File: src/rtl/spi_xfer_ctrl_if.sv
// Bundle of command-side handshake and SPI pin signals for spi_xfer_ctrl.
// The slave modport is the controller's view; the master modport is the
// view of whoever drives commands and models the SPI device.
interface spi_xfer_ctrl_if #(
    parameter int SIZE = 40
) ();
    logic            start_in;
    logic [SIZE-1:0] data_in;
    logic [SIZE-1:0] data_out;
    logic            busy_out;
    logic            done_out;
    logic            sclk_out;
    logic            cs_n_out;
    logic            mosi_out;
    logic            miso_in;

    modport master (
        output start_in,
        output data_in,
        output miso_in,
        input  data_out,
        input  busy_out,
        input  done_out,
        input  sclk_out,
        input  cs_n_out,
        input  mosi_out
    );

    modport slave (
        input  start_in,
        input  data_in,
        input  miso_in,
        output data_out,
        output busy_out,
        output done_out,
        output sclk_out,
        output cs_n_out,
        output mosi_out
    );
endinterface

File: src/rtl/spi_xfer_ctrl.sv
// SPI mode-3 datagram controller: latches a TX word, frames it with chip
// select, shifts it out MSB first while capturing MISO, then reports the RX
// word with a one-cycle done pulse. Every pin and handshake output is a flop,
// so sclk_out and cs_n_out cannot glitch.
module spi_xfer_ctrl #(
    parameter int SIZE     = 40,
    parameter int CLK_DIV  = 4,
    parameter int CS_SETUP = 2,
    parameter int CS_HOLD  = 2,
    parameter int CS_IDLE  = 4
) (
    input  logic               clk_in,
    input  logic               reset_n_in,
    spi_xfer_ctrl_if.slave     bus
);

    // One counter serves every phase; in SHIFT it spans one full SCLK period.
    localparam int SHIFT_LEN = 2 * CLK_DIV;
    localparam int MAX_A     = (CS_SETUP > SHIFT_LEN) ? CS_SETUP : SHIFT_LEN;
    localparam int MAX_B     = (CS_HOLD > CS_IDLE) ? CS_HOLD : CS_IDLE;
    localparam int CNT_MAX   = (MAX_A > MAX_B) ? MAX_A : MAX_B;
    localparam int CNT_W     = $clog2(CNT_MAX);
    localparam int BIT_W     = $clog2(SIZE);

    typedef enum logic [2:0] {
        ST_IDLE  = 3'd0,
        ST_SETUP = 3'd1,
        ST_SHIFT = 3'd2,
        ST_HOLD  = 3'd3,
        ST_GAP   = 3'd4
    } state_e;

    state_e          state_q, state_d;
    logic [CNT_W-1:0] cnt_q, cnt_d;
    logic [BIT_W-1:0] bit_cnt_q, bit_cnt_d;
    logic [SIZE-1:0] tx_q, tx_d;
    logic [SIZE-1:0] rx_q, rx_d;
    logic [SIZE-1:0] data_out_q, data_out_d;
    logic            cs_n_q, cs_n_d;
    logic            sclk_q, sclk_d;
    logic            mosi_q, mosi_d;
    logic            busy_q, busy_d;
    logic            done_q, done_d;

    // Next-state and next-output computation for the transfer sequencer.
    always_comb begin
        state_d    = state_q;
        cnt_d      = cnt_q;
        bit_cnt_d  = bit_cnt_q;
        tx_d       = tx_q;
        rx_d       = rx_q;
        data_out_d = data_out_q;
        cs_n_d     = cs_n_q;
        sclk_d     = sclk_q;
        mosi_d     = mosi_q;
        busy_d     = busy_q;
        done_d     = 1'b0;

        case (state_q)
            ST_IDLE: begin
                if (bus.start_in) begin
                    state_d   = ST_SETUP;
                    cnt_d     = {CNT_W{1'b0}};
                    bit_cnt_d = {BIT_W{1'b0}};
                    tx_d      = bus.data_in;
                    rx_d      = {SIZE{1'b0}};
                    cs_n_d    = 1'b0;
                    sclk_d    = 1'b1;
                    busy_d    = 1'b1;
                    mosi_d    = bus.data_in[SIZE-1];
                end else begin
                    state_d = ST_IDLE;
                end
            end

            ST_SETUP: begin
                if (cnt_q == CNT_W'(CS_SETUP - 1)) begin
                    // First SCLK falling edge; MSB is already on MOSI.
                    state_d   = ST_SHIFT;
                    cnt_d     = {CNT_W{1'b0}};
                    sclk_d    = 1'b0;
                end else begin
                    cnt_d = cnt_q + CNT_W'(1);
                end
            end

            ST_SHIFT: begin
                if (cnt_q == CNT_W'(CLK_DIV - 1)) begin
                    // Rising SCLK: sample MISO, first bit ends up at the MSB.
                    sclk_d = 1'b1;
                    rx_d   = {rx_q[SIZE-2:0], bus.miso_in};
                    cnt_d  = cnt_q + CNT_W'(1);
                end else if (cnt_q == CNT_W'(SHIFT_LEN - 1)) begin
                    if (bit_cnt_q == BIT_W'(SIZE - 1)) begin
                        state_d = ST_HOLD;
                        cnt_d   = {CNT_W{1'b0}};
                    end else begin
                        // Falling SCLK for the next bit: advance the shifter.
                        bit_cnt_d = bit_cnt_q + BIT_W'(1);
                        cnt_d     = {CNT_W{1'b0}};
                        sclk_d    = 1'b0;
                        tx_d      = {tx_q[SIZE-2:0], 1'b0};
                        mosi_d    = tx_q[SIZE-2];
                    end
                end else begin
                    cnt_d = cnt_q + CNT_W'(1);
                end
            end

            ST_HOLD: begin
                // After SIZE-1 shifts the shifter MSB is the original bit 0.
                mosi_d = tx_q[SIZE-1];
                if (cnt_q == CNT_W'(CS_HOLD - 1)) begin
                    state_d    = ST_GAP;
                    cnt_d      = {CNT_W{1'b0}};
                    cs_n_d     = 1'b1;
                    done_d     = 1'b1;
                    data_out_d = rx_q;
                    mosi_d     = 1'b0;
                end else begin
                    cnt_d = cnt_q + CNT_W'(1);
                end
            end

            ST_GAP: begin
                if (cnt_q == CNT_W'(CS_IDLE - 1)) begin
                    state_d = ST_IDLE;
                    cnt_d   = {CNT_W{1'b0}};
                    busy_d  = 1'b0;
                end else begin
                    cnt_d = cnt_q + CNT_W'(1);
                end
            end

            default: begin
                state_d   = ST_IDLE;
                cnt_d     = {CNT_W{1'b0}};
                bit_cnt_d = {BIT_W{1'b0}};
                cs_n_d    = 1'b1;
                sclk_d    = 1'b1;
                mosi_d    = 1'b0;
                busy_d    = 1'b0;
            end
        endcase
    end

    // State, counters, shift registers and registered outputs.
    always_ff @(posedge clk_in or negedge reset_n_in) begin
        if (!reset_n_in) begin
            state_q    <= ST_IDLE;
            cnt_q      <= {CNT_W{1'b0}};
            bit_cnt_q  <= {BIT_W{1'b0}};
            tx_q       <= {SIZE{1'b0}};
            rx_q       <= {SIZE{1'b0}};
            data_out_q <= {SIZE{1'b0}};
            cs_n_q     <= 1'b1;
            sclk_q     <= 1'b1;
            mosi_q     <= 1'b0;
            busy_q     <= 1'b0;
            done_q     <= 1'b0;
        end else begin
            state_q    <= state_d;
            cnt_q      <= cnt_d;
            bit_cnt_q  <= bit_cnt_d;
            tx_q       <= tx_d;
            rx_q       <= rx_d;
            data_out_q <= data_out_d;
            cs_n_q     <= cs_n_d;
            sclk_q     <= sclk_d;
            mosi_q     <= mosi_d;
            busy_q     <= busy_d;
            done_q     <= done_d;
        end
    end

    assign bus.data_out = data_out_q;
    assign bus.busy_out = busy_q;
    assign bus.done_out = done_q;
    assign bus.sclk_out = sclk_q;
    assign bus.cs_n_out = cs_n_q;
    assign bus.mosi_out = mosi_q;

endmodule

File: src/flat_wrapper.sv
// flat-port wrapper written by rule: the top's interface ports become plain ports
module spi_xfer_ctrl_flat 
#(
    parameter int SIZE     = 40,
    parameter int CLK_DIV  = 4,
    parameter int CS_SETUP = 2,
    parameter int CS_HOLD  = 2,
    parameter int CS_IDLE  = 4
)
  (clk_in, reset_n_in, bus_start_in, bus_data_in, bus_miso_in, bus_data_out, bus_busy_out, bus_done_out, bus_sclk_out, bus_cs_n_out, bus_mosi_out);
  spi_xfer_ctrl_if #(.SIZE(SIZE)) bus_i ();
  input  logic clk_in;
  input  logic reset_n_in;
  input wire logic [$bits(bus_i.start_in)-1:0] bus_start_in;
  input wire logic [$bits(bus_i.data_in)-1:0] bus_data_in;
  input wire logic [$bits(bus_i.miso_in)-1:0] bus_miso_in;
  output wire logic [$bits(bus_i.data_out)-1:0] bus_data_out;
  output wire logic [$bits(bus_i.busy_out)-1:0] bus_busy_out;
  output wire logic [$bits(bus_i.done_out)-1:0] bus_done_out;
  output wire logic [$bits(bus_i.sclk_out)-1:0] bus_sclk_out;
  output wire logic [$bits(bus_i.cs_n_out)-1:0] bus_cs_n_out;
  output wire logic [$bits(bus_i.mosi_out)-1:0] bus_mosi_out;
  assign bus_i.start_in = bus_start_in;
  assign bus_i.data_in = bus_data_in;
  assign bus_i.miso_in = bus_miso_in;
  assign bus_data_out = bus_i.data_out;
  assign bus_busy_out = bus_i.busy_out;
  assign bus_done_out = bus_i.done_out;
  assign bus_sclk_out = bus_i.sclk_out;
  assign bus_cs_n_out = bus_i.cs_n_out;
  assign bus_mosi_out = bus_i.mosi_out;
  spi_xfer_ctrl #(.SIZE(SIZE), .CLK_DIV(CLK_DIV), .CS_SETUP(CS_SETUP), .CS_HOLD(CS_HOLD), .CS_IDLE(CS_IDLE)) u_core (.clk_in(clk_in), .reset_n_in(reset_n_in), .bus(bus_i));
endmodule
File: config.mk
export PLATFORM = sky130hd
export DESIGN_NAME = spi_xfer_ctrl_flat
export DESIGN_NICKNAME = d
export VERILOG_FILES = /design/src/rtl/spi_xfer_ctrl_if.sv /design/src/rtl/spi_xfer_ctrl.sv /design/src/flat_wrapper.sv
export SDC_FILE = /design/constraint.sdc
export NUM_CORES = 1
export LEC_CHECK = 0
export CAP_MARGIN = 20
export CELL_PAD_IN_SITES_DETAIL_PLACEMENT = 1
export CELL_PAD_IN_SITES_GLOBAL_PLACEMENT = 1
export CORE_MARGIN = 2
export CORE_UTILIZATION = 45
export CTS_BUF_LIST = sky130_fd_sc_hd__clkbuf_4
export CTS_CLUSTER_SIZE = 28
export DETAILED_ROUTE_END_ITERATION = 12
export MAX_ROUTING_LAYER = met4
export PLACE_DENSITY = 0.89
export SYNTH_ARGS = -nofsm -noshare
export SYNTH_HDL_FRONTEND = slang
export SYNTH_SLANG_ARGS = --single-unit
File: constraint.sdc
create_clock -name clk_in -period 2.73 [get_ports clk_in]
set_input_delay 0.6825 -clock clk_in [delete_from_list [all_inputs] [get_ports clk_in]]
set_output_delay 0.6825 -clock clk_in [all_outputs]
set_load 0.02 [all_outputs]
### After elaboration in Yosys (flattened, before gate mapping)

Cells that the tools add are included.

* divide/modulo/power cells: 0
* shifts and indexed selects: 0
* equality and inequality tests: 19
* add/sub/neg operators: 2
* reductions and logical operators: 17
* bitwise logic cells: 5
* $mul: 0
* multiplexer cells: 46
* order comparisons: 0

Operators by type and width (count)
* 40-bit 2-to-1 mux: 6
* 40-bit case mux with 2 select lines: 2
* 3-bit 2-to-1 mux: 11
* 6-bit 2-to-1 mux: 4
* 5-bit AND reduction: 4
* 6-bit case mux with 3 select lines: 1
* 1-bit 2-to-1 mux: 16
* 3-bit case mux with 5 select lines: 1
* 2-bit by 1-bit != test with 1-bit output (second input constant): 6
* 3-bit case mux with 4 select lines: 1
* 3-bit by 2-bit == test with 1-bit output (second input constant): 3
* 3-bit AND reduction: 3
* 3-bit OR reduction: 3
* 1-bit case mux with 4 select lines: 2
* 6-bit by 1-bit adder with 6-bit output (second input constant): 1
* 3-bit by 1-bit == test with 1-bit output (second input constant): 2
* 3-bit == test (second input constant): 2
* 6-bit == test (second input constant): 1
* 2-bit != test (second input constant): 3
* 1-bit case mux with 3 select lines: 2
* 6-bit AND reduction: 1
* 2-bit OR reduction: 3
* 1-bit inverter: 5
* 3-bit by 1-bit adder with 3-bit output (second input constant): 1
* other kinds (5): 5

* memory bits (writable): 0
* register bits after elaboration: 137
* memories: 0
* bits of input ports: 44
* latch bits: 0
* memory bits (read-only): 0
* output and inout port bits: 45

### Logic depth before layout (Yosys ltp)

Gate-level depths: netlist of the first run.

* depth in word-level cells: 5
* mapped depth: 8
* mapped depth without buffers: 6

### Least setup slack after synthesis of the first run

Ideal clock, no wire load.

* kind: flip-flop to flip-flop
* from: register u_core.cnt_q[0]
* to: register u_core.tx_q[29]
* path slack: 0.496 ns
* period minus slack after synthesis: 2.234 ns
* arrival: 2.110 ns
* stages on the path, launching flop included: 9
* setup time: 0.125 ns
* path through: dfrtp_1 ha_1 ha_1 nor2b_1 o211ai_1 a21oi_1 buf_4 buf_4 mux2_2

* cells in the longest elaborated chain, start to end: 3

RTL lines
* from (decl): RTL line spi_xfer_ctrl.sv:34 `logic [CNT_W-1:0] cnt_q, cnt_d;`
* from (signal assigned): RTL line spi_xfer_ctrl.sv:151 `cnt_q <= {CNT_W{1'b0}};`
* from (signal assigned): RTL line spi_xfer_ctrl.sv:163 `cnt_q <= cnt_d;`
* 3-bit by 2-bit == test with 1-bit output / 3-bit == test (equally long branches): RTL line spi_xfer_ctrl.sv:88, spi_xfer_ctrl.sv:93
* 2-bit != test (no line) / 2-bit by 1-bit != test with 1-bit output (equally long branches)
* 5-bit AND reduction (no line) *
* to (signal assigned): RTL line spi_xfer_ctrl.sv:153 `tx_q <= {SIZE{1'b0}};`
* to (signal assigned): RTL line spi_xfer_ctrl.sv:165 `tx_q <= tx_d;`
* to (decl): RTL line spi_xfer_ctrl.sv:36 `logic [SIZE-1:0] tx_q, tx_d;`

Mark *: on every way between the ends. The rest lies on a longest branch, timed or not.
A chain may end at the register's enable or synchronous reset.

### Worst setup path after layout of the first run

* from: register u_core.cs_n_q, in the netlist u_core.bus.cs_n_out
* to: output bus_cs_n_out

RTL lines
* from (decl): RTL line spi_xfer_ctrl.sv:39 `logic cs_n_q, cs_n_d;`
* from (signal assigned): RTL line spi_xfer_ctrl.sv:168 `cs_n_q <= cs_n_d;`
* to (decl): RTL line flat_wrapper.sv:21 `output wire logic [$bits(bus_i.cs_n_out)-1:0] bus_cs_n_out;`

No word-level cell between the ends.

==> impl_metrics.yaml, run 1 <==
global_route:
  use_met2: 0.370
  gr-total-overflow: 0
  antenna_found_initial: 0
  busiest_layer: "met2"
  use_met1: 0.255
  grtUsageMet3: 0.0425
  track_usage: 0.218
  grt_pass1_vias: 4743
  grt_pass1_wl_um: 24000
  grt_max_degree: 53
sta:
  rsz0062_at_grt: "no"
  slew_viol_final: 0
  setup_viol: 0
  postLayoutSetupSlackWorst_ns: 0.280
  slew-limit-headroom: 0.536
  skew_ns: 0.0126
  setup_tns_ns: 0
  tightest_slew_ns: 0.689
  whs_ns: 0.0677
  finalCriticalPeriod_ns: 2.45
  fmax_ghz: 0.408
  fin_crit_sh: 0.898
  finalHoldViolations: 0
worst_setup_path:
  critPathMaxFanout: 4
  cp.buffers_inverters: 1
  critPathRequiredTime_ns: 2.05
  cp_slowest_cell: "clkdlybuf4s50_1"
  crit_arrival_ns: 1.77
  slowest_delay_ns: 0.64
  path_delay_family: "buffers and inverters"
  crit_type: "flip-flop to primary output"
  cp_cell_sequence: "clkdlybuf4s50_1"
  setup.worst_path.start_class: "flip-flop"
  endpoint_kind: "primary output"
flow_run:
  drv_cap: 0
synth:
  synth_area_per_cell_um2: 11.8
  synth_edf_count: 0
  netlist.area_leader.share: 0.555
  synth-seq-cells: 137
  syn_inst: 516
  synth_commonest_cells: "dfrtp_1, mux2_2, nand2_1"
  yosys.area.top_type: "dfrtp_1"
  synth_ff_type: "dfrtp_1"
  synth_area_um2: 6090
  ys_seq_area_frac: 0.564
  yosysMostFrequentCell: "dfrtp_1"
  yosys_warnings: 0
  syn_nets: 567
  ys_top_cells_by_area: "dfrtp_1, mux2_2, nand2_1"
  yosysUniqueCellTypes: 40
  async_flop_share: 1.00
cts:
  cts_setup_buffers: 0
  cts-hold-fix-buffers: 0
  cts_tree: "done"
  cts_htree_levels: 4
  cts_buffers: 17
  cts_buffer_depth: 2
  root_buffer: "clkbuf_4"
  cts_sinks: 137
  post_cts_resized: 0
  clk_latency_ns: 0.55
  clk_pin_slew_ns: 0.11
floorplan:
  core_um2: 13200
  rows: 42
  die-area_um2: 14500
  die_h_um: 120
  die-width_um: 120
  ios: 89
  initial_utilization: 0.460
routing:
  post_drt_wl_per_cell_um: 17.7
  ant_nets: 0
  viasPerCell: 5.32
  dr_total_vias: 4204
  route.detailed.drc: 0
  routed_wl_um: 14000
  drt_iter0_drc: 252
  drt-pass1-iter-count: 6
pwr:
  peakVddDrop_mv: 0.515
  leakagePower_nw: 3.43
  finalPower_mw: 6.21
  p_per_area_nw_per_um2: 829
final_layout:
  postLayoutCellArea_um2: 7490
  nFillCells: 1385
  syn_to_final_growth_pct: 23.1
  final_net_count: 653
  layout-drive-gt1-share: 0.272
placement:
  dpl_cell_area_um2: 7210
  dp_hpwl_um: 9290
  port_buffers: 88
  gp_congestion: 0.843
  dp_slack_ns: 0.332
worst_hold_path:
  hp-class: "input pin to async pin"
status:
  status: "completed"
==> state kept, by name, summed over array words and instances (netlist names), 3 cells and up <==
name                 count
u_core.rx_q             40
u_core.bus.data_out     40
u_core.state_q           3
u_core.bit_cnt_q         6
u_core.tx_q             40
u_core.cnt_q             3
==> worst register-to-register path, stage by stage (launching register included) <==
cell	delay [ns]
dfrtp_1	0.43
ha_1	0.28
ha_1	0.26
nor2b_1	0.27
o211ai_1	0.22
a21oi_4	0.23
buf_12	0.23
mux2_2	0.41
==> through the flow <==
stage / utilization / cells
floorplan: - / 516
global placement: 0.544 / 759
detailed placement: 0.544 / 759
CTS: 0.565 / 789
global route: 0.565 / 789
finish: 0.566 / 790
==> power by group <==
group	leakage, nW	switching, mW	internal [mW]
clock network	0.154	0.709	0.646
registers	1.80	0.295	2.43
logic	1.47	1.08	1.05
==> per-layer routing <==
| metal | wire (um) | part of all wire |
|---|---|---|
| met1 | 5920 | 0.42 |
| met2 | 7410 | 0.53 |
| met3 | 357 | 0.025 |
| met4 | 331 | 0.024 |
| met5 | 0 | 0 |
==> cell type report <==
| cell class | count | area [um^2] | share of cell area |
|---|---|---|---|
| flip-flops and latches | 137 | 3430 | 0.458 |
| multi-input cells | 338 | 2500 | 0.333 |
| repair buffers | 99 | 1030 | 0.137 |
| clock inverters | 10 | 129 | 0.0172 |
| clock buffers | 20 | 150 | 0.0200 |
| well taps | 176 | 220 | 0.0294 |
| diodes | 1 | 2.50 | 0.000334 |
| inverters | 9 | 33.8 | 0.00451 |
==> cell families after synthesis <==
logic type,Yosys count,synth area share
compound gates,44,0.0475
fa+ha+maj,7,0.0144
simple gates,169,0.125
mux,118,0.218
flops,137,0.564
buf+inv,41,0.0312
==> placed cells by master (no fill, tap or decap), drive strengths merged, types with 3 or more instances in the layout <==
cell	n
dfrtp	135
mux2	118
nand2	95
clkdlybuf4s50	87
nand3	47
clkbuf	20
buf	12
inv	9
a21oi	9
o21ai	8
nand2b	7
ha	7
nor2b	6
clkinv	6
o211ai	4
o22ai	4
a22oi	3
nor3	3
a31oi	3
bufinv	3
nor2	3
==> path summary, 6_finish.rpt <==
check	cells past startpoint	to	startpoint	slack, ns
worst max-delay path	1	bus_cs_n_out	u_core.bus.cs_n_out$_DFFE_PN1P_	0.28
min in group clk_in	2	u_core.rx_q[30]$_DFFE_PN0P_	u_core.rx_q[30]$_DFFE_PN0P_	0.51
max in group asynchronous	2	u_core.tx_q[6]$_DFFE_PN0P_	reset_n_in	1.94
worst max register to register	7	u_core.tx_q[26]$_DFFE_PN0P_	u_core.cnt_q[0]$_DFFE_PN0P_	0.29
worst min register to register	2	u_core.rx_q[30]$_DFFE_PN0P_	u_core.rx_q[30]$_DFFE_PN0P_	0.51
worst min-delay path	1	u_core.tx_q[31]$_DFFE_PN0P_	reset_n_in	0.07
No activity file was read; power rests on OpenSTA's default activity.
==> inputs of run 2 (changes only) <==
GPL_TIMING_DRIVEN = 1   (was unset)
==> results of run 2 <==
No change in the layout: final DEF, timing and power equal those of run 1.
==> inputs of run 3 (changes only) <==
CORE_MARGIN = unset   (was 2)
==> run 3 against run 2 <==
Net effect: the run now ends with DRC left; via count up 0.88%; register-to-register slack got worse by 0.04 ns; clock power up 3%; critical path depth rose by 6; flip-flop and latch count stayed put; largest cell class unchanged; largest power group unchanged.
==> impl_metrics.yaml, run 3 (synthesis gave the netlist of run 1 again) <==
status:
  status: "finished, violations left"
  violations: "DRC"
cts:
  post_cts_resized: 0
  cts_tree: "done"
  cts_sinks: 137
  cts-hold-fix-buffers: 0
  cts_setup_buffers: 0
  cts_buffers: 17
  root_buffer: "clkbuf_4"
  cts_buffer_depth: 2
  clk_pin_slew_ns: 0.12
  clk_latency_ns: 0.56
  cts_htree_levels: 4
worst_setup_path:
  rrSetupSlack_ns: 0.25
  reg2reg_from: "u_core.cnt_q[0]$_DFFE_PN0P_"
  crit_type: "flip-flop to flip-flop"
  reg2reg_depth: 7
  crit_arrival_ns: 2.91
  path_common_cell: "ha_1"
  critPathMaxFanout: 39
  slowest_delay_ns: 0.44
  critPathRequiredTime_ns: 3.16
  cp_cell_sequence: "ha_1, ha_1, nor2b_1, o211ai_1, a21oi_4, buf_12, mux2_2"
  cp_slowest_cell: "dfrtp_1"
  setup.worst_path.start_class: "flip-flop"
  endpoint_kind: "flip-flop"
  r2r_end: "u_core.tx_q[22]$_DFFE_PN0P_"
final_layout:
  nFillCells: 1374
  final_net_count: 654
  postLayoutCellArea_um2: 7500
  seq_area_um2: 3430
  syn_to_final_growth_pct: 23.2
  layout-drive-gt1-share: 0.274
  multi_input_area_um2: 2500
  layout_commonest_cell: "dfrtp_1"
  layout_common_cells: "dfrtp_1, mux2_2, nand2_1"
pwr:
  leakagePower_nw: 3.43
  peakVddDrop_mv: 0.367
  p_per_area_nw_per_um2: 834
routing:
  drt_iter0_drc: 222
  routed_wl_um: 14400
  ant_nets: 0
  top_layer: "met4"
  dr_total_vias: 4241
  wl_met3_um: 316
  drt-pass1-iter-count: 8
  wl_met2_um: 7590
  route.detailed.drc: 1
  viasPerCell: 5.35
  post_drt_wl_per_cell_um: 18.1
  wl_met1_um: 6130
sta:
  slew_viol_final: 0
  skew_ns: 0.0197
  fmax_ghz: 0.404
  finalHoldViolations: 0
  slew-limit-headroom: 0.491
  tightest_slew_ns: 0.756
  setup_viol: 0
  rsz0062_at_grt: "no"
  setup_tns_ns: 0
  fin_crit_sh: 0.907
  finalCriticalPeriod_ns: 2.48
floorplan:
  core_um2: 13200
  die-width_um: 118
  die-area_um2: 14000
  ios: 89
  rows: 42
  die_h_um: 118
  initial_utilization: 0.461
global_route:
  gr-total-overflow: 0
  antenna_found_initial: 1
  grt_max_degree: 59
  grt_pass1_vias: 4732
  track_usage: 0.233
  grt_pass1_wl_um: 24600
worst_hold_path:
  hp-class: "input pin to async pin"
placement:
  dpl_cell_area_um2: 7200
  dp_hpwl_um: 9530
  gp_congestion: 0.816
  port_buffers: 88
flow_run:
  drv_cap: 0
==> run 3: changes by cell type in the layout (fill, tap and decap cells not counted) <==
cell,before,now
clkinv_1,2,3
clkinvlp_4,1,2
buf_12,5,4
buf_4,6,8
clkinv_2,3,4
inv_6,0,1
clkbuf_4,20,18
==> run 3: critical path: cells and delay by family (launching register included) <==
| kind | cells | cell delay [ns] |
|---|---|---|
| buffers and inverters | 1 | 0.24 |
| adders and majority gates | 2 | 0.53 |
| muxes | 1 | 0.37 |
| and+or+nand+nor | 1 | 0.29 |
| AOI/OAI and AO/OA | 2 | 0.48 |
| DFF | 1 | 0.44 |
==> run 3: area by class of cell <==
| cell class | count | area share |
|---|---|---|
| antenna | 1 | 0.000334 |
| clock buffer | 18 | 0.0180 |
| clock inverter | 14 | 0.0205 |
| inverter | 9 | 0.00451 |
| multi-input combinational | 338 | 0.333 |
| sequential | 137 | 0.458 |
| tap | 176 | 0.0294 |
| timing repair buffer | 100 | 0.136 |
==> run 3: per-layer routing <==
layer,vias up,global-route usage
li1,1971,-
met1,2180,0.271
met2,61,0.390
met3,29,0.0463
met4,0,0.103
met5,-,-
==> run 3: worst max path at each step <==
stage	start	to	slack, ns	cells past startpoint
after CTS	u_core.bus.cs_n_out$_DFFE_PN1P_	bus_cs_n_out	0.24	1
after floorplan	u_core.cnt_q[0]$_DFFE_PN0P_	u_core.tx_q[29]$_DFFE_PN0P_	0.50	8
final	u_core.cnt_q[0]$_DFFE_PN0P_	u_core.tx_q[22]$_DFFE_PN0P_	0.25	7
after global routing	u_core.cnt_q[0]$_DFFE_PN0P_	u_core.bus.mosi_out$_DFFE_PN0P_	0.05	6
after global placement	bus_start_in	u_core.tx_q[33]$_DFFE_PN0P_	0.31	5
after detailed placement	bus_start_in	u_core.tx_q[11]$_DFFE_PN0P_	0.23	5
==> run 3: per-stage QoR <==
stage	utilization	instances	hold WS, ns	power (mW)	worst slack, ns
floorplan	-	516	0.387	4.22	0.496
global placement	0.546	760	0.446	4.73	0.313
detailed placement	0.546	760	0.474	4.89	0.235
CTS	0.568	792	0.0519	6.31	0.236
global route	0.568	793	0.0529	6.63	0.0518
finish	0.568	793	0.0640	6.25	0.254
==> run 3: where the power goes <==
| group | switching, mW | internal, mW |
|---|---|---|
| registers | 0.306 | 2.43 |
| logic | 1.07 | 1.05 |
| clock network | 0.760 | 0.632 |
| total | 2.14 | 4.12 |
